$ cat src/rtl/seg7_pkg.sv
// seg7_pkg - shared constants for the multiplexed seven-segment driver.
//
// Contents:
//   SEG_A..SEG_G, SEG_DP : bit positions inside the 8-bit segment bus
//   SEG_BLANK            : a..g pattern for a dark digit
//   HEX_PATTERNS         : 16-entry hex-to-segment table (bit0 = a ... bit6 = g)

package seg7_pkg;

    localparam int SEG_A  = 0;
    localparam int SEG_B  = 1;
    localparam int SEG_C  = 2;
    localparam int SEG_D  = 3;
    localparam int SEG_E  = 4;
    localparam int SEG_F  = 5;
    localparam int SEG_G  = 6;
    localparam int SEG_DP = 7;

    localparam logic [6:0] SEG_BLANK = 7'h00;

    // Glyphs 0-9, A, b, c, d, E, F.
    localparam logic [6:0] HEX_PATTERNS [16] = '{
        7'h3F, 7'h06, 7'h5B, 7'h4F, 7'h66, 7'h6D, 7'h7D, 7'h07,
        7'h7F, 7'h67, 7'h77, 7'h7C, 7'h58, 7'h5E, 7'h79, 7'h71
    };

endpackage

$ cat src/rtl/seg7_decode.sv
// seg7_decode - combinational hex nibble to seven-segment pattern lookup.
//
// Ports:
//   nibble  : in  4  hex digit to display
//   pattern : out 7  segments a..g (bit0 = a), active-high

module seg7_decode
    import seg7_pkg::*;
(
    input  logic [3:0] nibble,
    output logic [6:0] pattern
);

    assign pattern = HEX_PATTERNS[nibble];

endmodule

$ cat src/rtl/seg7_mux.sv
// seg7_mux - time-multiplexed driver for a DIGITS-digit seven-segment display.
//
// Each digit owns a slot of REFRESH_DIV clocks. The first clock of every slot
// is dark so the previous digit's segments never bleed into the next one.
// New display data is staged in a pending register and only promoted to the
// displayed shadow at a frame boundary, so a frame never shows two loads.
//
// Ports:
//   clk        : in  1         rising-edge clock
//   reset      : in  1         synchronous, active-high
//   en         : in  1         1 = scanning, 0 = blanked with the scan frozen
//   load       : in  1         strobe capturing value / dp / blank_lz
//   value      : in  4*DIGITS  hex nibbles, nibble k -> digit k
//   dp         : in  DIGITS    decimal point per digit
//   blank_lz   : in  1         leading-zero suppression
//   segments   : out 8         registered, bit0..6 = a..g, bit7 = dp
//   digit_sel  : out DIGITS    registered one-hot digit enable
//   frame_done : out 1         registered pulse after the last slot of a frame

module seg7_mux
    import seg7_pkg::*;
#(
    parameter int DIGITS      = 4,
    parameter int REFRESH_DIV = 1000,
    parameter bit ACTIVE_LOW  = 1'b0
) (
    input  logic                  clk,
    input  logic                  reset,
    input  logic                  en,
    input  logic                  load,
    input  logic [4*DIGITS-1:0]   value,
    input  logic [DIGITS-1:0]     dp,
    input  logic                  blank_lz,
    output logic [7:0]            segments,
    output logic [DIGITS-1:0]     digit_sel,
    output logic                  frame_done
);

    localparam int CNT_W = $clog2(REFRESH_DIV);
    localparam int IDX_W = (DIGITS > 1) ? $clog2(DIGITS) : 1;

    localparam logic [CNT_W-1:0]  CNT_LAST = CNT_W'(REFRESH_DIV - 1);
    localparam logic [IDX_W-1:0]  IDX_LAST = IDX_W'(DIGITS - 1);

    // XOR masks that turn the internal active-high levels into pin levels.
    localparam logic [7:0]        SEG_INV  = ACTIVE_LOW ? 8'hFF : 8'h00;
    localparam logic [DIGITS-1:0] SEL_INV  = ACTIVE_LOW ? {DIGITS{1'b1}} : {DIGITS{1'b0}};

    logic [CNT_W-1:0]    cnt;
    logic [IDX_W-1:0]    idx;

    logic [4*DIGITS-1:0] pend_value;
    logic [DIGITS-1:0]   pend_dp;
    logic                pend_blz;
    logic                pend_valid;

    logic [4*DIGITS-1:0] shadow_value;
    logic [DIGITS-1:0]   shadow_dp;
    logic                shadow_blz;

    logic                slot_last;
    logic                frame_end;
    logic [3:0]          cur_nibble;
    logic [6:0]          cur_pattern;
    logic                lz_blank;
    logic [7:0]          seg_next;
    logic [DIGITS-1:0]   sel_next;

    assign slot_last = (cnt == CNT_LAST);
    assign frame_end = en && slot_last && (idx == IDX_LAST);

    // Slot counter and digit index; both freeze while en is low.
    always_ff @(posedge clk) begin
        if (reset) begin
            cnt <= '0;
            idx <= '0;
        end else if (en) begin
            if (slot_last) begin
                cnt <= '0;
                idx <= (idx == IDX_LAST) ? '0 : idx + 1'b1;
            end else begin
                cnt <= cnt + 1'b1;
            end
        end
    end

    // Double buffering. A load landing exactly on the boundary goes straight to
    // the shadow; otherwise it waits in pending (last load wins) until the
    // next boundary.
    always_ff @(posedge clk) begin
        if (reset) begin
            pend_value   <= '0;
            pend_dp      <= '0;
            pend_blz     <= 1'b0;
            pend_valid   <= 1'b0;
            shadow_value <= '0;
            shadow_dp    <= '0;
            shadow_blz   <= 1'b0;
        end else if (load && frame_end) begin
            shadow_value <= value;
            shadow_dp    <= dp;
            shadow_blz   <= blank_lz;
            pend_valid   <= 1'b0;
        end else if (load) begin
            pend_value   <= value;
            pend_dp      <= dp;
            pend_blz     <= blank_lz;
            pend_valid   <= 1'b1;
        end else if (frame_end) begin
            if (pend_valid) begin
                shadow_value <= pend_value;
                shadow_dp    <= pend_dp;
                shadow_blz   <= pend_blz;
            end
            pend_valid <= 1'b0;
        end
    end

    assign cur_nibble = shadow_value[{idx, 2'b00} +: 4];

    seg7_decode u_decode (
        .nibble  (cur_nibble),
        .pattern (cur_pattern)
    );

    // A digit is a leading zero when it and every nibble above it are zero;
    // shifting the current digit down to bit 0 leaves exactly those nibbles.
    assign lz_blank = shadow_blz && (idx != '0) &&
                      ((shadow_value >> {idx, 2'b00}) == '0);

    // Dark during the guard cycle and while the scan is paused.
    always_comb begin
        seg_next = '0;
        sel_next = '0;
        if (en && (cnt != '0)) begin
            sel_next                = DIGITS'(1) << idx;
            seg_next[SEG_G:SEG_A]   = lz_blank ? SEG_BLANK : cur_pattern;
            seg_next[SEG_DP]        = shadow_dp[idx];
        end
    end

    always_ff @(posedge clk) begin
        if (reset) begin
            segments   <= SEG_INV;
            digit_sel  <= SEL_INV;
            frame_done <= 1'b0;
        end else begin
            segments   <= seg_next ^ SEG_INV;
            digit_sel  <= sel_next ^ SEL_INV;
            frame_done <= frame_end;
        end
    end

endmodule

$ cat config.mk
export PLATFORM = sky130hd
export DESIGN_NAME = seg7_mux
export DESIGN_NICKNAME = d
export VERILOG_FILES = /design/src/rtl/seg7_pkg.sv /design/src/rtl/seg7_decode.sv /design/src/rtl/seg7_mux.sv
export SDC_FILE = /design/constraint.sdc
export NUM_CORES = 1
export LEC_CHECK = 0
export CORE_ASPECT_RATIO = 1.4
export CORE_MARGIN = 1
export CORE_UTILIZATION = 35
export DETAILED_ROUTE_END_ITERATION = 7
export SYNTH_ARGS = -nofsm -noshare
export SYNTH_HDL_FRONTEND = slang
export SYNTH_SLANG_ARGS = --single-unit
$ cat constraint.sdc
create_clock -name clk -period 7.7 [get_ports clk]
set_clock_uncertainty 0.15 [all_clocks]
set_input_delay 1.54 -clock clk [delete_from_list [all_inputs] [get_ports clk]]
set_output_delay 1.54 -clock clk [all_outputs]
set_load 0.01 [all_outputs]
Word level (Yosys, flattened, before mapping)
Memories as Yosys holds them, arrays and structs flattened. A register that Yosys moved wholly into a read port is not among the register bits.
Index checks and enable logic that the tools add are counted.
{"block": "word_totals", "regBits": 61, "rom_bits": 112, "input_bits": 25, "output_inout_bits": 13, "wordCells": 61, "memories": 1}
{"name": "(no name shown)", "words": 16, "word_bits": 7, "rd": 1, "rd_ports_with_merged_regs": 1, "wr": 0, "line_no": "seg7_decode.sv:14", "text": "assign pattern = HEX_PATTERNS[nibble];"}
{"block": "classes", "add_sub_neg": 2, "n_lt_le_gt_ge": 1, "n_eq_ne": 3, "shift": 3, "mux": 18, "bitwise_logic": 3, "reduce_logical": 18}
{"cell": "two-way mux 16 bit", "n": 4}
{"cell": "logical NOT 16 bit", "n": 1}
{"cell": "two-way mux 4 bit", "n": 4}
{"cell": "variable part select 16 x 5 -> 4 bit", "n": 1}
{"cell": ">> shifter 16 x 4 -> 16 bit", "n": 1}
{"cell": "adder 10 x 1 -> 10 bit (second input constant)", "n": 1}
{"cell": "equality test 10 bit (second input constant)", "n": 1}
{"cell": "two-way mux 10 bit", "n": 1}
{"cell": "nonzero test 10 bit", "n": 1}
{"cell": "nonzero test 2 bit", "n": 4}
{"cell": "two-way mux 1 bit", "n": 7}
{"cell": "logical AND 1 bit", "n": 6}
{"cell": "NOT 4 -> 5 bit", "n": 1}
{"cell": "AND reduction 2 bit", "n": 2}
{"cell": "OR reduction 2 bit", "n": 2}
{"cell": "left shift 1 x 2 -> 4 bit (first input constant)", "n": 1}
{"cell": "less-than comparator 2 x 3 -> 1 bit (second input constant)", "n": 1}
{"cell": "AND reduction 3 bit", "n": 1}
{"cell": "OR reduction 3 bit", "n": 1}
{"cell": "adder 2 x 1 -> 2 bit (second input constant)", "n": 1}
{"cell": "binary-select mux 1 bit (select 2 bit)", "n": 1}
{"cell": "equality test 2 bit (second input constant)", "n": 1}
{"cell": "two-way mux 2 bit", "n": 1}
{"cell": "!= test 2 x 1 -> 1 bit (second input constant)", "n": 1}
{"cell": "NOT 1 bit", "n": 2}

Longest topological paths before layout
Gate-level depths: netlist of run 1.
{"block": "depth", "depth_word": 6, "mapped_depth": 8, "depth_no_buf": 7}

By module
A second synthesis of run 1 with hierarchy kept.
{"block": "unflattened", "cells_unflattened": 353, "area_unflattened_um2": 3279.4}
{"module": "seg7_mux", "instances": 1, "cells_per_inst": 311, "area_each_um2": 3007.9, "seq_area_each_um2": 1361.3}
{"module": "seg7_decode", "instances": 1, "cells_per_inst": 42, "area_each_um2": 271.5, "seq_area_each_um2": 0.0}

Worst setup path before layout of run 1
No wires, ideal clock.
{"block": "synth_timing", "path_kind": "input -> register", "startpoint": "in en", "endpoint": "reg shadow_value[10]", "setup_ns": 0.132, "t_arrival_ns": 2.801, "required_time_ns": 7.418, "path_slack_ns": 4.616, "path_stages": 6, "n_path_buf": 2, "path_cell_list": "buf_2 nand3_1 or4_1 buf_2 nand2_1 a21oi_1"}
{"block": "synth_between", "elab_chain_cells": 5, "elab_cells_between_ends": 8, "classes_between": "eq/ne (1); mux (1); reduce/logical (6)"}
{"element": "start: declaration", "line_no": "seg7_mux.sv:29", "text": "input logic en,"}
{"element": "logical AND 1 bit (*) (2 in a row)", "line_no": "seg7_mux.sv:70", "text": "assign frame_end = en && slot_last && (idx == IDX_LAST);"}
{"element": "logical AND 1 bit", "line_no": "seg7_mux.sv:99", "text": "end else if (load && frame_end) begin"}
{"element": "!= test 2 x 1 -> 1 bit (no line) or nonzero test 2 bit (tied branches)"}
{"element": "AND reduction 3 bit (no line)"}
{"element": "end signal: assignment", "line_no": "seg7_mux.sv:100", "text": "shadow_value <= value;"}
{"element": "end signal: assignment", "line_no": "seg7_mux.sv:111", "text": "shadow_value <= pend_value;"}
{"element": "end: declaration", "line_no": "seg7_mux.sv:57", "text": "logic [4*DIGITS-1:0] shadow_value;"}
Mark *: on every way between the ends. The rest lies on a longest branch, timed or not.
A chain may end at the register's enable or synchronous reset.

Final worst setup path of run 1
{"block": "layout_timing", "startpoint": "in en", "endpoint": "reg shadow_value[4]"}
The elaborated chain is that of the path after synthesis.

==> results of run 1 <==
==> routing by layer <==
layer | wire, um | share of wire (%) | up-vias
met5 | 0 | 0 | -
met4 | 122 | 2.0 | 0
met3 | 185 | 3.0 | 10
met2 | 3070 | 50 | 47
met1 | 2810 | 45 | 1117
li1 | - | - | 1192
==> cells in the final DEF, fill, tap and decap left out, types with 3 or more instances in the layout <==
cell,n
mux2i_1,28
clkdlybuf4s50_1,37
nand3_1,4
nor4_1,5
mux4_1,3
ha_1,10
dfxtp_1,68
nand2_1,29
nand4_1,3
clkbuf_16,9
mux4_2,3
inv_1,9
clkinv_2,3
o221ai_1,21
buf_4,4
xnor2_1,6
xor2_1,3
nor2_1,39
nor3_1,16
a21oi_1,23
==> power groups by stage <==
stage / Sequential, uW / Clock [uW] / Combinational (uW)
final: 367 / 394 / 48.2
after detailed placement: 375 / 0 / 48.7
after global placement: 374 / 0 / 48.2
after global routing: 368 / 420 / 54.1
after floorplan: 375 / 0 / 25.0
after CTS: 367 / 403 / 48.9
==> worst min-delay path by stage <==
stage                                from               to  slack (ns)
after detailed placement     shadow_dp[3]     shadow_dp[3]        0.29
after floorplan              shadow_dp[1]     shadow_dp[1]        0.28
after global placement       shadow_dp[3]     shadow_dp[3]        0.29
after global routing           shadow_blz       shadow_blz        0.32
final                     shadow_value[1]  shadow_value[1]        0.30
after CTS                    shadow_dp[3]     shadow_dp[3]        0.30
==> final cells by class <==
cell class	count	area [um^2]	area share, %
Multi-Input combinational cell	216	1550	41.2
Sequential cell	68	1360	36.2
Timing Repair Buffer	41	400	10.7
Clock buffer	11	233	6.19
Tap cell	102	128	3.40
Clock inverter	5	52.6	1.40
Inverter	9	33.8	0.899
==> per-stage QoR <==
stage | instances | instance area [um^2] | hold slack [ns]
floorplan | 315 | 3050 | 0.277
global placement | 436 | 3470 | 0.288
detailed placement | 436 | 3470 | 0.294
CTS | 452 | 3760 | 0.301
global route | 452 | 3760 | 0.322
finish | 452 | 3760 | 0.303
==> cell families (layout without fill, tap and decap cells) <==
kind of cell / count (synthesis) / in the layout / synth area share, %
compound gates: 51 / 51 / 11.8
xor+xnor: 9 / 9 / 2.58
fa+ha+maj: 10 / 10 / 4.10
buf+inv: 31 / 66 / 4.96
flops: 68 / 68 / 44.6
mux: 36 / 36 / 14.7
simple gates: 110 / 110 / 17.3
==> registers in the layout, summed over array words and instances (netlist names) <==
signal	flops
shadow_dp	4
shadow_blz	1
shadow_value	16
pend_value	16
segments	8
pend_blz	1
digit_sel	4
cnt	10
idx	2
pend_dp	4
pend_valid	1
frame_done	1
==> worst max-delay path, stage by stage <==
cell	delay (ns)
clkdlybuf4s50_1	0.62
nand3_1	0.37
or4_1	0.95
nand2_1	0.18
a21oi_1	0.07
==> results_dict.tcl, run 1 <==
set metrics [dict create \
    finalCriticalPeriod_ns 3.70 \
    power_density_nw_per_um2 215 \
    hold_viol 0 \
    r2r-start "idx[0]" \
    slew-limit-headroom_pct 34.2 \
    root_buffer "clkbuf_16" \
    cts_buffers 9 \
    clk_pin_slew_ns 0.05 \
    worst_pin_slew_ns 0.981 \
    place_hpwl_um 4170 \
    die_y_um 113 \
    cts_htree_levels 3 \
    post-route-drc-count 0 \
    start_kind "input port" \
    avgSynthCellArea_um2 9.69 \
    netlist_top_cells_count "dfxtp_1 (68), nor2_1 (39), nand2_1 (29)" \
    core_um2 8300 \
    endpoint "shadow_value[4]" \
    rsz0062_at_grt "false" \
    slew_violations 0 \
    setup_slack_ns 4.00 \
    setup_viol 0 \
    viasPerCell 5.23 \
    maxCapViolCount 0 \
    routed-via-count 2366 \
    busiest_layer "met2" \
    drtPass1Iterations 4 \
    r2r_cells 7 \
    grt_overflow 0 \
    post_cts_buffers 0 \
    ys.flop_type "dfxtp_1" \
    ios 38 \
    ys_seq_area_share_pct 44.6 \
    ys_seq_elements 68 \
    grt_use_met1_pct 18.7 \
    nets 380 \
    grt_pass1_vias 2361 \
    combPwrFrac_pct 6.0 \
    power.leakage_uw 0.00135 \
    yosysTopAreaCellShare_pct 44.6 \
    total_power_uw 809 \
    synth_top_cell_by_area "dfxtp_1" \
    use_met2_pct 25.5 \
    dp_slack_ns 3.65 \
    fin_util_pct 45.3 \
    die_w_um 80.9 \
    arrival_ns 3.74 \
    critPathKind "in -> reg" \
    holdPathStages 2 \
    grt_pass1_wl_um 10900 \
    gp_congestion 0.759 \
    io_buffers 37 \
    synth_warnings 0 \
    dr.first_iter.drc_count 73 \
    synthCells 315 \
    netlist_top_cells_area "dfxtp_1 (45%), mux2i_1 (9.2%), o221ai_1 (6.0%), nor2_1 (4.8%), ha_1 (4.1%)" \
    grt_usage_pct 15.5 \
    rows 39 \
    startpoint "en" \
    synth_edf_count 0 \
    clock.fmax_ghz 0.270 \
    drt_wl_total_um 6190 \
    hold_class "reg -> reg" \
    period_share_pct 48.0 \
    yosysUniqueCellTypes 38 \
    drive_gt1_share_pct 8.86 \
    start_util_pct 36.8 \
    grt_max_degree 51 \
    ant_nets 0 \
    cts_tree "yes" \
    status "finished, final reports clean" \
    power_frac_seq_pct 45.4 \
    cts_buffer_depth 2 \
    path_max_fanout 21 \
    cp_data_required_time_ns 7.74 \
    hold_buffers 0 \
    synth_most_common_cell "dfxtp_1" \
    area.growth.synth_to_final_pct 23.1 \
    clkPwrFrac_pct 48.6 \
    r2r-end "segments[5]" \
    r2r_slack_ns 4.37 \
    syn-num-nets 350 \
    wl_per_cell_um 13.7 \
    postCtsResizedCells 0 \
    antenna_found_initial 0 \
    clkLatencyLatePin_ns 0.33 \
    syn_area_um2 3050 \
    met3_usage_pct 2.93 \
    fillers 832 \
    intPower_uw 637 \
    cts_num_sinks 68 \
    peakVddDrop_mv 0.110 \
    p_switching_uw 172 \
    setup_tns_ns 0 \
    switching_share_pct 21.3 \
    ys_async_sr_fraction_pct 0 \
    dieArea_um2 9110 \
    antennaDiodeCount 0 \
    endpoint_kind "flip-flop" \
]
(Power assumes the default switching activity.)
==> inputs of run 2 (changes only) <==
clock period = 3.73 ns   (was 7.7 ns; I/O delays follow)
==> results_dict.tcl, run 2 (synthesis gave the netlist of run 1 again) <==
set metrics [dict create \
    cts_buffers 9 \
    endpoint_kind "flip-flop" \
    register_area_um2 1360 \
    cts_tree "yes" \
    crit_slowest_cell "or4_1" \
    hold_viol 0 \
    grt_usage_pct 15.1 \
    dieArea_um2 9110 \
    power_density_nw_per_um2 431 \
    maxCapViolCount 0 \
    period_share_pct 72.5 \
    critPathKind "in -> reg" \
    finalInstanceArea_um2 3760 \
    core_um2 8300 \
    setup_viol 0 \
    die_w_um 80.9 \
    postCtsResizedCells 0 \
    p_switching_uw 339 \
    slew_violations 0 \
    antenna_found_initial 0 \
    start_util_pct 36.8 \
    post-route-drc-count 0 \
    wl_per_cell_um 13.4 \
    grt_pass1_vias 2266 \
    rsz0062_at_grt "false" \
    slowest_delay_ns 0.83 \
    combPwrFrac_pct 6.1 \
    multi_input_area_um2 1550 \
    arrival_ns 2.74 \
    cts_buffer_depth 2 \
    die_y_um 113 \
    peakVddDrop_mv 0.270 \
    clock.fmax_ghz 0.370 \
    drtPass1Iterations 4 \
    area.growth.synth_to_final_pct 23.3 \
    rows 39 \
    path_max_fanout 21 \
    fin_cells 454 \
    switching_share_pct 20.9 \
    cts_num_sinks 68 \
    dr.first_iter.drc_count 126 \
    start_kind "input port" \
    worst_pin_slew_ns 0.706 \
    finalCriticalPeriod_ns 2.71 \
    crit_chain "clkdlybuf4s50_1, nand3_1, buf_4, or4_1, nand2_1, a21oi_1" \
    setup_tns_ns 0 \
    viasPerCell 5.22 \
    ios 38 \
    clkLatencyLatePin_ns 0.32 \
    layout_common_cells "dfxtp_1 (68), nor2_1 (39), clkdlybuf4s50_1 (37), nand2_1 (29), mux2i_1 (28)" \
    gp_congestion 0.735 \
    root_buffer "clkbuf_16" \
    clkPwrFrac_pct 47.1 \
    place_hpwl_um 4170 \
    crit_family "simple AND/OR/NAND/NOR gates" \
    antennaDiodeCount 0 \
    hold_buffers 0 \
    post_dp_cell_area_um2 3490 \
    io_buffers 37 \
    routed-via-count 2370 \
    ant_nets 0 \
    clk_pin_slew_ns 0.05 \
    power.leakage_uw 0.00136 \
    mostFrequentLayoutCell "dfxtp_1" \
    grt_pass1_wl_um 10600 \
    cp_data_required_time_ns 3.77 \
    reg_top3 "pend_value (16), shadow_value (16), cnt (10)" \
    hold_class "reg -> reg" \
    post_cts_buffers 0 \
    status "finished, final reports clean" \
    fillers 842 \
    drive_gt1_share_pct 9.38 \
    slew-limit-headroom_pct 52.9 \
    grt_overflow 0 \
    power_frac_seq_pct 46.8 \
    grt_max_degree 50 \
    place_inst 439 \
    cp.buffers_inverters 2 \
    intPower_uw 1280 \
    cts_htree_levels 3 \
    nets 383 \
    drt_wl_total_um 6060 \
]
run 2: cell types whose count changed in the layout (fill, tap and decap cells not counted):
cell and delta:
bufinv_16 -1, clkbuf_8 +2, clkinv_2 -1, clkinvlp_4 -1, buf_4 +3
run 2: through the flow:
step           total power [uW]  worst slack (ns)  hold slack, ns  utilization, %
2_1_floorplan               826              1.05           0.277               -
3_3_place_gp                872             0.702           0.286            42.1
3_5_place_dp                874             0.668           0.295            42.1
4_1_cts                    1640              1.01           0.303            45.4
5_1_grt                    1690             0.886           0.328            45.4
6_report                   1620              1.02           0.297            45.4
run 2: layout make-up:
| cell class | count | area share (%) |
|---|---|---|
| multi-input cells | 216 | 41.1 |
| flip-flops and latches | 68 | 36.2 |
| repair buffers | 44 | 11.2 |
| clock buffers | 13 | 6.91 |
| well taps | 102 | 3.39 |
| inverters | 9 | 0.897 |
| clock inverters | 2 | 0.266 |
run 2: power by group through the flow:
stage | registers, uW | logic (uW) | clock network, uW
after CTS | 759 | 101 | 785
after floorplan | 774 | 51.5 | 0
after global routing | 760 | 110 | 819
final | 759 | 99.1 | 763
after detailed placement | 774 | 100 | 0
after global placement | 773 | 99.0 | 0
run 2: worst paths after layout:
check	from	endpoint	slack, ns	cells after the start
max	en	shadow_value[5]	1.02	6
min	shadow_dp[3]	shadow_dp[3]	0.30	2
max reg2reg	idx[1]	shadow_value[5]	1.15	5
min reg2reg	shadow_dp[3]	shadow_dp[3]	0.30	2
run 2: worst register-to-register path, cell delays in order (launching register included):
cell and delay (ns):
dfxtp_1 0.57, ha_1 0.25, nand4_1 0.32, or4_1 0.90, nand2_1 0.18, a21oi_1 0.07
run 2: routing by layer:
metal	up-vias	wire (um)	track usage, %
li1	1194	-	-
met1	1114	2860	20.1
met2	55	2860	23.0
met3	7	224	3.17
met4	0	114	7.50
met5	-	0	0
==> inputs of run 3 (changes only) <==
clock period = 2.7 ns   (was 3.73 ns; I/O delays follow)
==> results_dict.tcl, run 3 (synthesis gave the netlist of run 1 again) <==
set metrics [dict create \
    drive_gt1_share_pct 11.7 \
    setup_viol 0 \
    cp_data_required_time_ns 2.75 \
    holdPathStages 2 \
    slew-limit-headroom_pct 65.0 \
    area.growth.synth_to_final_pct 27.7 \
    r2r_cells 8 \
    path_max_fanout 7 \
    grt_max_degree 50 \
    start_util_pct 36.8 \
    setup_slack_ns 0.296 \
    gp_congestion 0.775 \
    crit_slowest_cell "mux4_1" \
    finalCriticalPeriod_ns 2.40 \
    grt_overflow 0 \
    arrival_ns 2.46 \
    r2r-end "segments[5]" \
    finalInstanceArea_um2 3900 \
    drtPass1Iterations 4 \
    cts_htree_levels 3 \
    dr.first_iter.drc_count 96 \
    io_buffers 37 \
    startpoint "idx[0]" \
    die_y_um 113 \
    grt_pass1_wl_um 10700 \
    post_dp_cell_area_um2 3560 \
    routed-via-count 2400 \
    status "finished, final reports clean" \
    worst_pin_slew_ns 0.525 \
    start_kind "flip-flop" \
    fin_util_pct 47.0 \
    cts_num_sinks 68 \
    core_um2 8300 \
    cp.buffers_inverters 2 \
    slowest_delay_ns 0.61 \
    min_from "shadow_dp[0]" \
    rsz0062_at_grt "false" \
    post_cts_buffers 0 \
    drt_wl_total_um 6270 \
    clkLatencyLatePin_ns 0.33 \
    wl_per_cell_um 13.6 \
    peakVddDrop_mv 0.363 \
    cts_tree "yes" \
    endpoint_kind "flip-flop" \
    crit_family "multiplexers" \
    power.leakage_uw 0.00143 \
    place_hpwl_um 4260 \
    multi_input_area_um2 1550 \
    antenna_found_initial 0 \
    cts_buffer_depth 2 \
    fin_cells 462 \
    grt_usage_pct 15.4 \
    reg_top3 "pend_value (16), shadow_value (16), cnt (10)" \
    hold_buffers 0 \
    ant_nets 0 \
    postCtsResizedCells 0 \
    crit_chain "mux4_1, inv_1, ha_1, nor4b_1, nand2_1, a211oi_1, buf_4, nor4_1" \
    ios 38 \
    rows 39 \
    layout_common_cells "dfxtp_1 (68), nor2_1 (39), clkdlybuf4s50_1 (37), nand2_1 (29), mux2i_1 (28)" \
    r2r_slack_ns 0.30 \
    r2r-start "idx[0]" \
    die_w_um 80.9 \
    nets 390 \
    hold_class "reg -> reg" \
    slew_violations 0 \
    antennaDiodeCount 0 \
    fillers 806 \
    dieArea_um2 9110 \
    critPathKind "reg -> reg" \
    grt_pass1_vias 2304 \
    post-route-drc-count 0 \
    period_share_pct 89.0 \
    power_density_nw_per_um2 638 \
    setup_tns_ns 0 \
    mostFrequentLayoutCell "dfxtp_1" \
    place_inst 446 \
    register_area_um2 1360 \
    clock.fmax_ghz 0.416 \
    maxCapViolCount 0 \
    cts_buffers 9 \
    viasPerCell 5.19 \
    hold_viol 0 \
    root_buffer "clkbuf_16" \
    whs_endpoint "shadow_dp[0]" \
    clk_pin_slew_ns 0.05 \
    dp_slack_ns 0.147 \
]
==> run 3: changes by cell type in the layout (fill, tap and decap cells not counted), sizes merged <==
cell      previous run  this run
buf                  7        14
bufinv               0         2
clkinv               2         0
clkinvlp             0         1
==> run 3: per-layer routing <==
layer	global-route usage (%)	up-vias	routed length, um
met5	0	-	0
met4	9.29	0	145
met3	3.41	9	255
met2	24.0	49	2990
met1	19.0	1124	2880
li1	-	1218	-
==> run 3: power by group <==
part | internal [uW] | switching, uW
Clock | 883 | 412
Sequential | 1030 | 14.1
Combinational | 78.5 | 66.0
Total | 2000 | 492
==> run 3: worst reg2reg max path, delay by kind of cell (launching register included) <==
kind	cells	cell delay, ns
multiplexers	1	0.61
AO/OA/AOI/OAI	1	0.20
adder cells (fa/ha/maj)	1	0.22
flip-flops	1	0.39
AND/OR/NAND/NOR	3	0.38
buffers and inverters	2	0.33
==> run 3: worst max-delay path by stage <==
stage,to,depth (start not counted),slack [ns]
2_1_floorplan,segments[5],8,0.02
3_3_place_gp,pend_value[10],7,0.20
3_5_place_dp,pend_value[11],7,0.15
4_1_cts,segments[5],8,0.27
5_1_grt,segments[5],8,0.15
6_report,segments[5],8,0.30
==> run 3: cell type report <==
class | count | share of cell area [%]
multi-input cells | 216 | 39.7
flip-flops and latches | 68 | 34.9
repair buffers | 51 | 12.5
clock buffers | 13 | 6.93
well taps | 102 | 3.27
clock inverters | 3 | 1.73
inverters | 9 | 0.867
==> run 3: metrics by stage <==
step | hold WS [ns] | total power [uW]
5_1_grt | 0.339 | 2590
2_1_floorplan | 0.277 | 1140
3_5_place_dp | 0.293 | 1210
6_report | 0.300 | 2490
3_3_place_gp | 0.284 | 1210
4_1_cts | 0.300 | 2520
